[src/rtl/rv_pkg.sv]
// Shared load/store codes, controller state encoding and an access-size helper
// for the load/store unit.
package rv_pkg;

    localparam logic [2:0] LD_LW  = 3'd1;
    localparam logic [2:0] LD_LB  = 3'd2;
    localparam logic [2:0] LD_LH  = 3'd3;
    localparam logic [2:0] LD_LBU = 3'd4;
    localparam logic [2:0] LD_LHU = 3'd5;

    localparam logic [1:0] ST_NONE = 2'd0;
    localparam logic [1:0] ST_SB   = 2'd1;
    localparam logic [1:0] ST_SH   = 2'd2;
    localparam logic [1:0] ST_SW   = 2'd3;

    typedef enum logic [1:0] {
        S_IDLE,
        S_REQ,
        S_WAIT,
        S_RESP
    } lsu_state_e;

    // Access width in bytes; 0 means a store that never touches memory.
    function automatic logic [2:0] acc_bytes(input logic       load,
                                             input logic [2:0] ldtype,
                                             input logic [1:0] stsize);
        logic [2:0] r;
        r = 3'd4;
        if (load) begin
            case (ldtype)
                LD_LB, LD_LBU: r = 3'd1;
                LD_LH, LD_LHU: r = 3'd2;
                default:       r = 3'd4;
            endcase
        end else begin
            case (stsize)
                ST_SB:   r = 3'd1;
                ST_SH:   r = 3'd2;
                ST_SW:   r = 3'd4;
                ST_NONE: r = 3'd0;
                default: r = 3'd0;
            endcase
        end
        return r;
    endfunction

endpackage

[src/rtl/lsu_align.sv]
// Byte-lane steering: store strobes and replicated write data, plus
// lane selection and sign/zero extension of load data.
module lsu_align
    import rv_pkg::*;
(
    input  logic [2:0]  i_ldtype,
    input  logic [1:0]  i_stsize,
    input  logic [1:0]  i_addr_lo,
    input  logic [31:0] i_wdata,
    input  logic [31:0] i_rdata,
    output logic [3:0]  o_wstrb,
    output logic [31:0] o_wdata,
    output logic [31:0] o_ldata
);

    logic [7:0]  w_byte;
    logic [15:0] w_half;

    always_comb begin
        o_wstrb = 4'b0000;
        o_wdata = i_wdata;
        case (i_stsize)
            ST_SB: begin
                o_wstrb = 4'b0001 << i_addr_lo;
                o_wdata = {4{i_wdata[7:0]}};
            end
            ST_SH: begin
                o_wstrb = 4'b0011 << {i_addr_lo[1], 1'b0};
                o_wdata = {2{i_wdata[15:0]}};
            end
            ST_SW: begin
                o_wstrb = 4'b1111;
                o_wdata = i_wdata;
            end
            default: begin
                o_wstrb = 4'b0000;
                o_wdata = i_wdata;
            end
        endcase
    end

    always_comb begin
        w_byte = i_rdata[7:0];
        case (i_addr_lo)
            2'd0: w_byte = i_rdata[7:0];
            2'd1: w_byte = i_rdata[15:8];
            2'd2: w_byte = i_rdata[23:16];
            2'd3: w_byte = i_rdata[31:24];
            default: w_byte = i_rdata[7:0];
        endcase
        w_half = i_addr_lo[1] ? i_rdata[31:16] : i_rdata[15:0];

        o_ldata = i_rdata;
        case (i_ldtype)
            LD_LB:   o_ldata = {{24{w_byte[7]}}, w_byte};
            LD_LH:   o_ldata = {{16{w_half[15]}}, w_half};
            LD_LBU:  o_ldata = {24'd0, w_byte};
            LD_LHU:  o_ldata = {16'd0, w_half};
            LD_LW:   o_ldata = i_rdata;
            default: o_ldata = i_rdata;
        endcase
    end

endmodule

[src/rtl/load_store_unit.sv]
// Load/store unit: one outstanding data-memory access with lane steering.
// Define LSU_MISALIGN_TRAP_EN to report misaligned accesses instead of aligning them.
//
// state  | meaning
// S_IDLE | ready for a new request
// S_REQ  | mem_req asserted, waiting for mem_gnt
// S_WAIT | load granted, waiting for mem_rvalid
// S_RESP | one-cycle completion pulse
module load_store_unit
    import rv_pkg::*;
#(
    parameter int AW = 32
) (
    input  logic          clk,
    input  logic          rst,
    input  logic          req_valid,
    output logic          req_ready,
    input  logic          req_load,
    input  logic [2:0]    req_ldtype,
    input  logic [1:0]    req_stsize,
    input  logic [AW-1:0] req_addr,
    input  logic [31:0]   req_wdata,
    output logic          mem_req,
    output logic          mem_we,
    output logic [AW-1:0] mem_addr,
    output logic [3:0]    mem_wstrb,
    output logic [31:0]   mem_wdata,
    input  logic          mem_gnt,
    input  logic          mem_rvalid,
    input  logic [31:0]   mem_rdata,
    output logic          rsp_valid,
    output logic [31:0]   rsp_rdata,
    output logic          rsp_err
);

    lsu_state_e    r_state, w_next;
    logic          r_load;
    logic [2:0]    r_ldtype;
    logic [1:0]    r_stsize;
    logic [AW-1:0] r_addr;
    logic [31:0]   r_wdata;
    logic [31:0]   r_rdata;
    logic          r_err;

    logic [2:0]    w_bytes;
    logic          w_skip;
    logic          w_err;
    logic [AW-1:0] w_addr_al;
    logic          w_accept;
    logic          w_capture;
    logic [3:0]    w_wstrb;
    logic [31:0]   w_wdata;
    logic [31:0]   w_ldata;

    assign w_bytes = acc_bytes(req_load, req_ldtype, req_stsize);

`ifdef LSU_MISALIGN_TRAP_EN
    logic w_mis;
    assign w_mis     = ((w_bytes == 3'd2) && req_addr[0]) ||
                       ((w_bytes == 3'd4) && (req_addr[1:0] != 2'b00));
    assign w_skip    = (w_bytes == 3'd0) || w_mis;
    assign w_err     = w_mis;
    assign w_addr_al = req_addr;
`else
    assign w_skip = (w_bytes == 3'd0);
    assign w_err  = 1'b0;
    // Misaligned accesses are silently pulled down to natural alignment.
    always_comb begin
        w_addr_al = req_addr;
        if (w_bytes == 3'd4)
            w_addr_al[1:0] = 2'b00;
        else if (w_bytes == 3'd2)
            w_addr_al[0] = 1'b0;
    end
`endif

    assign w_accept  = (r_state == S_IDLE) && req_valid;
    assign w_capture = r_load && mem_rvalid &&
                       (((r_state == S_REQ) && mem_gnt) || (r_state == S_WAIT));

    always_comb begin
        w_next = r_state;
        case (r_state)
            S_IDLE: if (req_valid) w_next = w_skip ? S_RESP : S_REQ;
            S_REQ:  if (mem_gnt) w_next = (!r_load || mem_rvalid) ? S_RESP : S_WAIT;
            S_WAIT: if (mem_rvalid) w_next = S_RESP;
            S_RESP: w_next = S_IDLE;
            default: w_next = S_IDLE;
        endcase
    end

    always_ff @(posedge clk) begin
        if (rst) begin
            r_state  <= S_IDLE;
            r_load   <= 1'b0;
            r_ldtype <= 3'd0;
            r_stsize <= 2'd0;
            r_addr   <= '0;
            r_wdata  <= 32'd0;
            r_rdata  <= 32'd0;
            r_err    <= 1'b0;
        end else begin
            r_state <= w_next;
            if (w_accept) begin
                r_load   <= req_load;
                r_ldtype <= req_ldtype;
                r_stsize <= req_load ? ST_NONE : req_stsize;
                r_addr   <= w_addr_al;
                r_wdata  <= req_wdata;
                r_rdata  <= 32'd0;
                r_err    <= w_err;
            end else if (w_capture) begin
                r_rdata <= w_ldata;
            end
        end
    end

    lsu_align u_align (
        .i_ldtype  (r_ldtype),
        .i_stsize  (r_stsize),
        .i_addr_lo (r_addr[1:0]),
        .i_wdata   (r_wdata),
        .i_rdata   (mem_rdata),
        .o_wstrb   (w_wstrb),
        .o_wdata   (w_wdata),
        .o_ldata   (w_ldata)
    );

    assign req_ready = (r_state == S_IDLE);
    assign mem_req   = (r_state == S_REQ);
    assign mem_we    = mem_req && !r_load;
    assign mem_addr  = {r_addr[AW-1:2], 2'b00};
    assign mem_wstrb = mem_we ? w_wstrb : 4'b0000;
    assign mem_wdata = w_wdata;
    assign rsp_valid = (r_state == S_RESP);
    assign rsp_rdata = r_rdata;
    assign rsp_err   = rsp_valid && r_err;

endmodule

[config.mk]
export PLATFORM = sky130hd
export DESIGN_NAME = load_store_unit
export DESIGN_NICKNAME = d
export VERILOG_FILES = /design/src/rtl/rv_pkg.sv /design/src/rtl/lsu_align.sv /design/src/rtl/load_store_unit.sv
export SDC_FILE = /design/constraint.sdc
export NUM_CORES = 1
export LEC_CHECK = 0
export ABC_AREA = 0
export CAP_MARGIN = 20
export CORE_MARGIN = 4
export CORE_UTILIZATION = 46
export CTS_CLUSTER_DIAMETER = 40
export DETAILED_ROUTE_END_ITERATION = 7
export PLACE_DENSITY = 0.86
export SYNTH_ARGS = -nofsm -noshare
export SYNTH_HDL_FRONTEND = slang
export SYNTH_SLANG_ARGS = --single-unit
[constraint.sdc]
create_clock -name clk -period 2.61 [get_ports clk]
set_input_delay 0.522 -clock clk [delete_from_list [all_inputs] [get_ports clk]]
set_output_delay 0.522 -clock clk [all_outputs]
set_load 0.02 [all_outputs]
* Word-level counts from Yosys, hierarchy flattened
Cells that the tools add are included.
** Operators by class
- Equal/unequal tests :: 25
- Shift operators :: 2
- Mux-type cells :: 19
- Reduce and logical (&&, ||, !) cells :: 16
** Operator list (count)
- 32-bit case mux with 4 select lines :: 1
- 32-bit case mux with 2 select lines :: 1
- 8-bit case mux with 4 select lines :: 1
- 2-bit equality test, second input constant :: 8
- 16-bit two-way mux :: 1
- 3-bit by 2-bit equality test with 1-bit output, second input constant :: 5
- 3-bit equality test, second input constant :: 5
- 3-bit case mux with 4 select lines :: 1
- 4-bit case mux with 3 select lines :: 1
- 2-bit two-way mux :: 5
- 2-bit by 1-bit equality test with 1-bit output, second input constant :: 4
- 2-bit case mux with 4 select lines :: 1
- 2-bit zero test :: 3
- 3-bit case mux with 2 select lines :: 1
- 2-bit OR reduction :: 3
- 1-bit logical AND :: 5
- 1-bit two-way mux :: 4
- 4-bit two-way mux :: 1
- 2-bit != test, second input constant :: 2
- 1-bit by 2-bit left shift with 4-bit output, first input constant :: 1
- 2-bit by 2-bit left shift with 4-bit output, first input constant :: 1
- 3-bit zero test :: 1
- 3-bit two-way mux :: 1
- 3-bit AND reduction :: 1
- other kinds (3) :: 4
** Word-level totals
- Bits in registers :: 104
- Output and inout bits :: 105

* Logic depth before layout (Yosys ltp)
- Depth in word-level cells :: 8
- Mapped depth :: 7

* By module
A second synthesis with hierarchy kept.
** Unflattened totals
- Cells, all modules :: 595
- Area, all modules :: 5112.4 um^2
** Modules (own cells, without submodules)
- load_store_unit :: times used 1, cells an instance 373, area an instance 3862.5 um^2
- lsu_align :: times used 1, cells an instance 222, area an instance 1249.9 um^2

* Worst setup path before layout
No wires, ideal clock.
- Path type :: reg-to-output
- Start point :: register r_state[1]
- End point :: output mem_wstrb[2]
- Arrival time :: 1.746 ns
- Path slack :: 0.342 ns
- Stages on the path, launching flop included :: 6
- Path buffers :: 0
- Path through :: dfxtp_1 -> inv_1 -> ha_1 -> nor2b_1 -> nor2b_1 -> nor2b_1
** On the way
- Cells in the longest elaborated chain, start to end :: 3
** RTL lines
- from (decl) :: line load_store_unit.sv:36 : lsu_state_e r_state, w_next;
- from (signal assigned) :: line load_store_unit.sv:103 : r_state <= w_next;
- 2-bit by 1-bit equality test with 1-bit output :: line load_store_unit.sv:130 : assign mem_req = (r_state == S_REQ);
- net mem_req :: line load_store_unit.sv:23 : output logic mem_req,
- 1-bit logical AND :: line load_store_unit.sv:131 : assign mem_we = mem_req && !r_load;
- net mem_we :: line load_store_unit.sv:24 : output logic mem_we,
- 4-bit two-way mux :: line load_store_unit.sv:133 : assign mem_wstrb = mem_we ? w_wstrb : 4'b0000;
- to (decl) :: line load_store_unit.sv:26 : output logic [3:0] mem_wstrb,
The timed path passes the listed nets, and every way through them passes these cells.

* Final worst setup path
- Start point :: register r_stsize[0]
- End point :: output mem_wdata[14]
** On the way
- Cells in the longest elaborated chain, start to end :: 2
- Elaborated cells on any way between the ends :: 3
- Classes of those cells :: 2 x eq/ne; 1 x mux
** RTL lines
- from (decl) :: line load_store_unit.sv:39 : logic [1:0] r_stsize;
- from (signal assigned) :: line load_store_unit.sv:107 : r_stsize <= req_load ? ST_NONE : req_stsize;
- 2-bit equality test or 2-bit by 1-bit equality test with 1-bit output (tied branches) :: line lsu_align.sv:22 : case (i_stsize)
- 32-bit case mux with 2 select lines * :: line lsu_align.sv:22
- to (decl) :: line load_store_unit.sv:27 : output logic [31:0] mem_wdata,
Every way passes the cells marked *; elsewhere a longest branch is shown, timed or not.

==> reports/summary.txt <==
status: complete, no violations
FMAX: 0.401 GHz
Critical Path AT: 1.97 ns
CORE AREA: 10300 sq um
Slew Limit Fails: 0
Root Driver: clkbuf_8
DRC: 0
Clk Latency, worst-skew pair: 0.36 ns
EDFF count, synth: 0
Cells after Synth: 541
measured slew at the worst slew-check pin: 0.714 ns
MaxCap Viol Count: 0
most common cell after layout, fill and taps aside: clkdlybuf4s50_1
Final Cycle Share: 95.5%
Avg WL per Cell: 18.4 um
synthesis-to-layout area growth: 42.7%
syn avg cell area: 9.03 sq um
Routed WL: 15300 um
share of cells above drive strength 1: 7.02%
fin nets: 809
GRT overflow: 0
Initial Util: 47.3%
Hold Path Class: register to register
post-CTS setup buffer count: 0
Leak: 2.72 nW
crit start category: register
Cell Rows: 37
WHS: 0.479 ns
vias in the first global route: 4630
final core occ: 67.5%
full die area: 12300 sq um
CTS buffer count: 9
drt pass-1 iters: 5
Chip Height: 111 um
initial detailed-routing violation count: 458
CTS tree: done
Post-DP Area: 6810 sq um
die width: 111 um
Setup CP Type: register to primary output
Setup TNS: 0 ns
Slew Limit Headroom: 52.4%
drt via density: 5.72
multi-input logic area: 2260 sq um
Vias: 4767
commonest cells after routing, fill and taps aside: clkdlybuf4s50_1 (180), dfxtp_1 (104), a22o_1 (77)
Primary FF master, synth: dfxtp_1
initial antenna violation count: 0
Ports: 212
Final Cell Area: 6970 sq um
Storage cell area: 2080 sq um
Worst IR Drop VDD: 0.700 mV
I/O Buffers: 208
GPL Wtd Cong: 0.929
GRT Util Overall: 23.7%
Worst setup EP type: primary output
H-tree Lvls: 3
Fillers: 814
Synth warnings: 0
Post-DRT Antenna Nets: 0
crit-path max FO: 8
final worst setup slack: 0.117 ns
Seq/Total Area, Yosys: 42.6%
Distinct cells, synth: 43
worst path required time: 2.09 ns
synthesized area: 4880 sq um
Final setup viols: 0
RSZ-0062 raised after global routing: false
Pwr Density: 745 nW/um^2
ant diodes: 0
Place WS: 0.0517 ns
Yosys reg bits: 104
hpwl dp: 11600 um
largest net degree at the start of global routing: 91
final hold violations: 0
clock skew: 0.0145 ns
Tmin final: 2.49 ns
# clock sinks: 104
clock tree buffer depth: 2
Clock Pin Slew Worst Setup and Hold Paths: 0.10 ns
asr flop ratio synth: 0%
first-pass GRT wire length: 24100 um
## routing by layer
layer	up-vias	part of all wire [%]	global-route usage (%)	wire length (um)
met5	-	0	0	0
met4	0	4.3	10.8	656
met3	49	6.5	5.02	993
met2	258	47	38.7	7220
met1	2238	42	30.0	6470
li1	2222	-	-	-
## power breakdown
part           internal (mW)  switching [mW]
sequential              1.83           0.211
clock                  0.458           0.579
combinational          0.943            1.17
total                   3.23            1.96
## per-stage QoR
step / power (mW) / instances
after detailed placement: 4.24 / 819
after global routing: 5.46 / 834
after CTS: 5.21 / 834
final: 5.19 / 834
after global placement: 4.17 / 819
after floorplan: 3.41 / 543
## critical path: stages (launching register included)
cell           delay [ns]
dfxtp_1              0.40
inv_1                0.08
ha_1                 0.37
and2_4               0.20
a22o_1               0.24
dlygate4sd2_1        0.32
## cells by family after synthesis
family,count (synthesis),share of synthesized area [%]
muxes,12,2.72
buffers and inverters,106,11.8
AOI/OAI and AO/OA,198,29.7
xor gates and xnor gates,3,0.846
and+or+nand+nor,109,10.1
other,1,0.0768
DFF,104,42.6
adders and majority gates,8,2.05
## state kept, by name, indices dropped and copies added (netlist names)
register and count:
r_addr 32, r_ldtype 3, r_load 1, r_state 2, r_stsize 2, r_wdata 32
rsp_rdata 32
## synthesized netlist by cell type, drive strengths merged, types with 3 or more instances
library cell / n / area, sq um
a21oi: 36 / 180
a22o: 77 / 674
a22oi: 8 / 60.1
buf: 57 / 394
clkbuf: 25 / 93.8
dfxtp: 104 / 2080
ha: 8 / 100
inv: 24 / 90.1
mux2i: 11 / 110
nand2: 47 / 176
nand2b: 3 / 18.8
nand3b: 8 / 60.1
nor2: 31 / 116
nor2b: 6 / 37.5
nor3: 3 / 15.0
o211ai: 14 / 105
o21a: 4 / 37.5
o21ai: 25 / 125
o22ai: 16 / 100
o32ai: 7 / 61.3
or3: 7 / 43.8
## final cells by class
class | count | area share (%)
multi-input combinational | 333 | 32.5
timing repair buffer | 222 | 31.0
sequential | 104 | 29.9
tap | 136 | 2.44
clock buffer | 9 | 1.78
inverter | 24 | 1.29
clock inverter | 6 | 1.11
## timing repair
action / in CTS / in global routing
gates cloned: 0 / 0
hold buffers: 0 / 0
endpoints found under the setup margin: 28 / 19
gates resized for setup: 32 / 19
## final timing paths
path                                    from       endpoint  slack [ns]  cells after the start
worst min-delay path            rsp_rdata[2]   rsp_rdata[2]        0.48                      2
worst max-delay path             r_stsize[0]  mem_wdata[14]        0.12                      5
worst min register to register  rsp_rdata[2]   rsp_rdata[2]        0.48                      2
worst max register to register    r_state[0]    r_wdata[10]        0.68                      6
(Power assumes the default switching activity.)
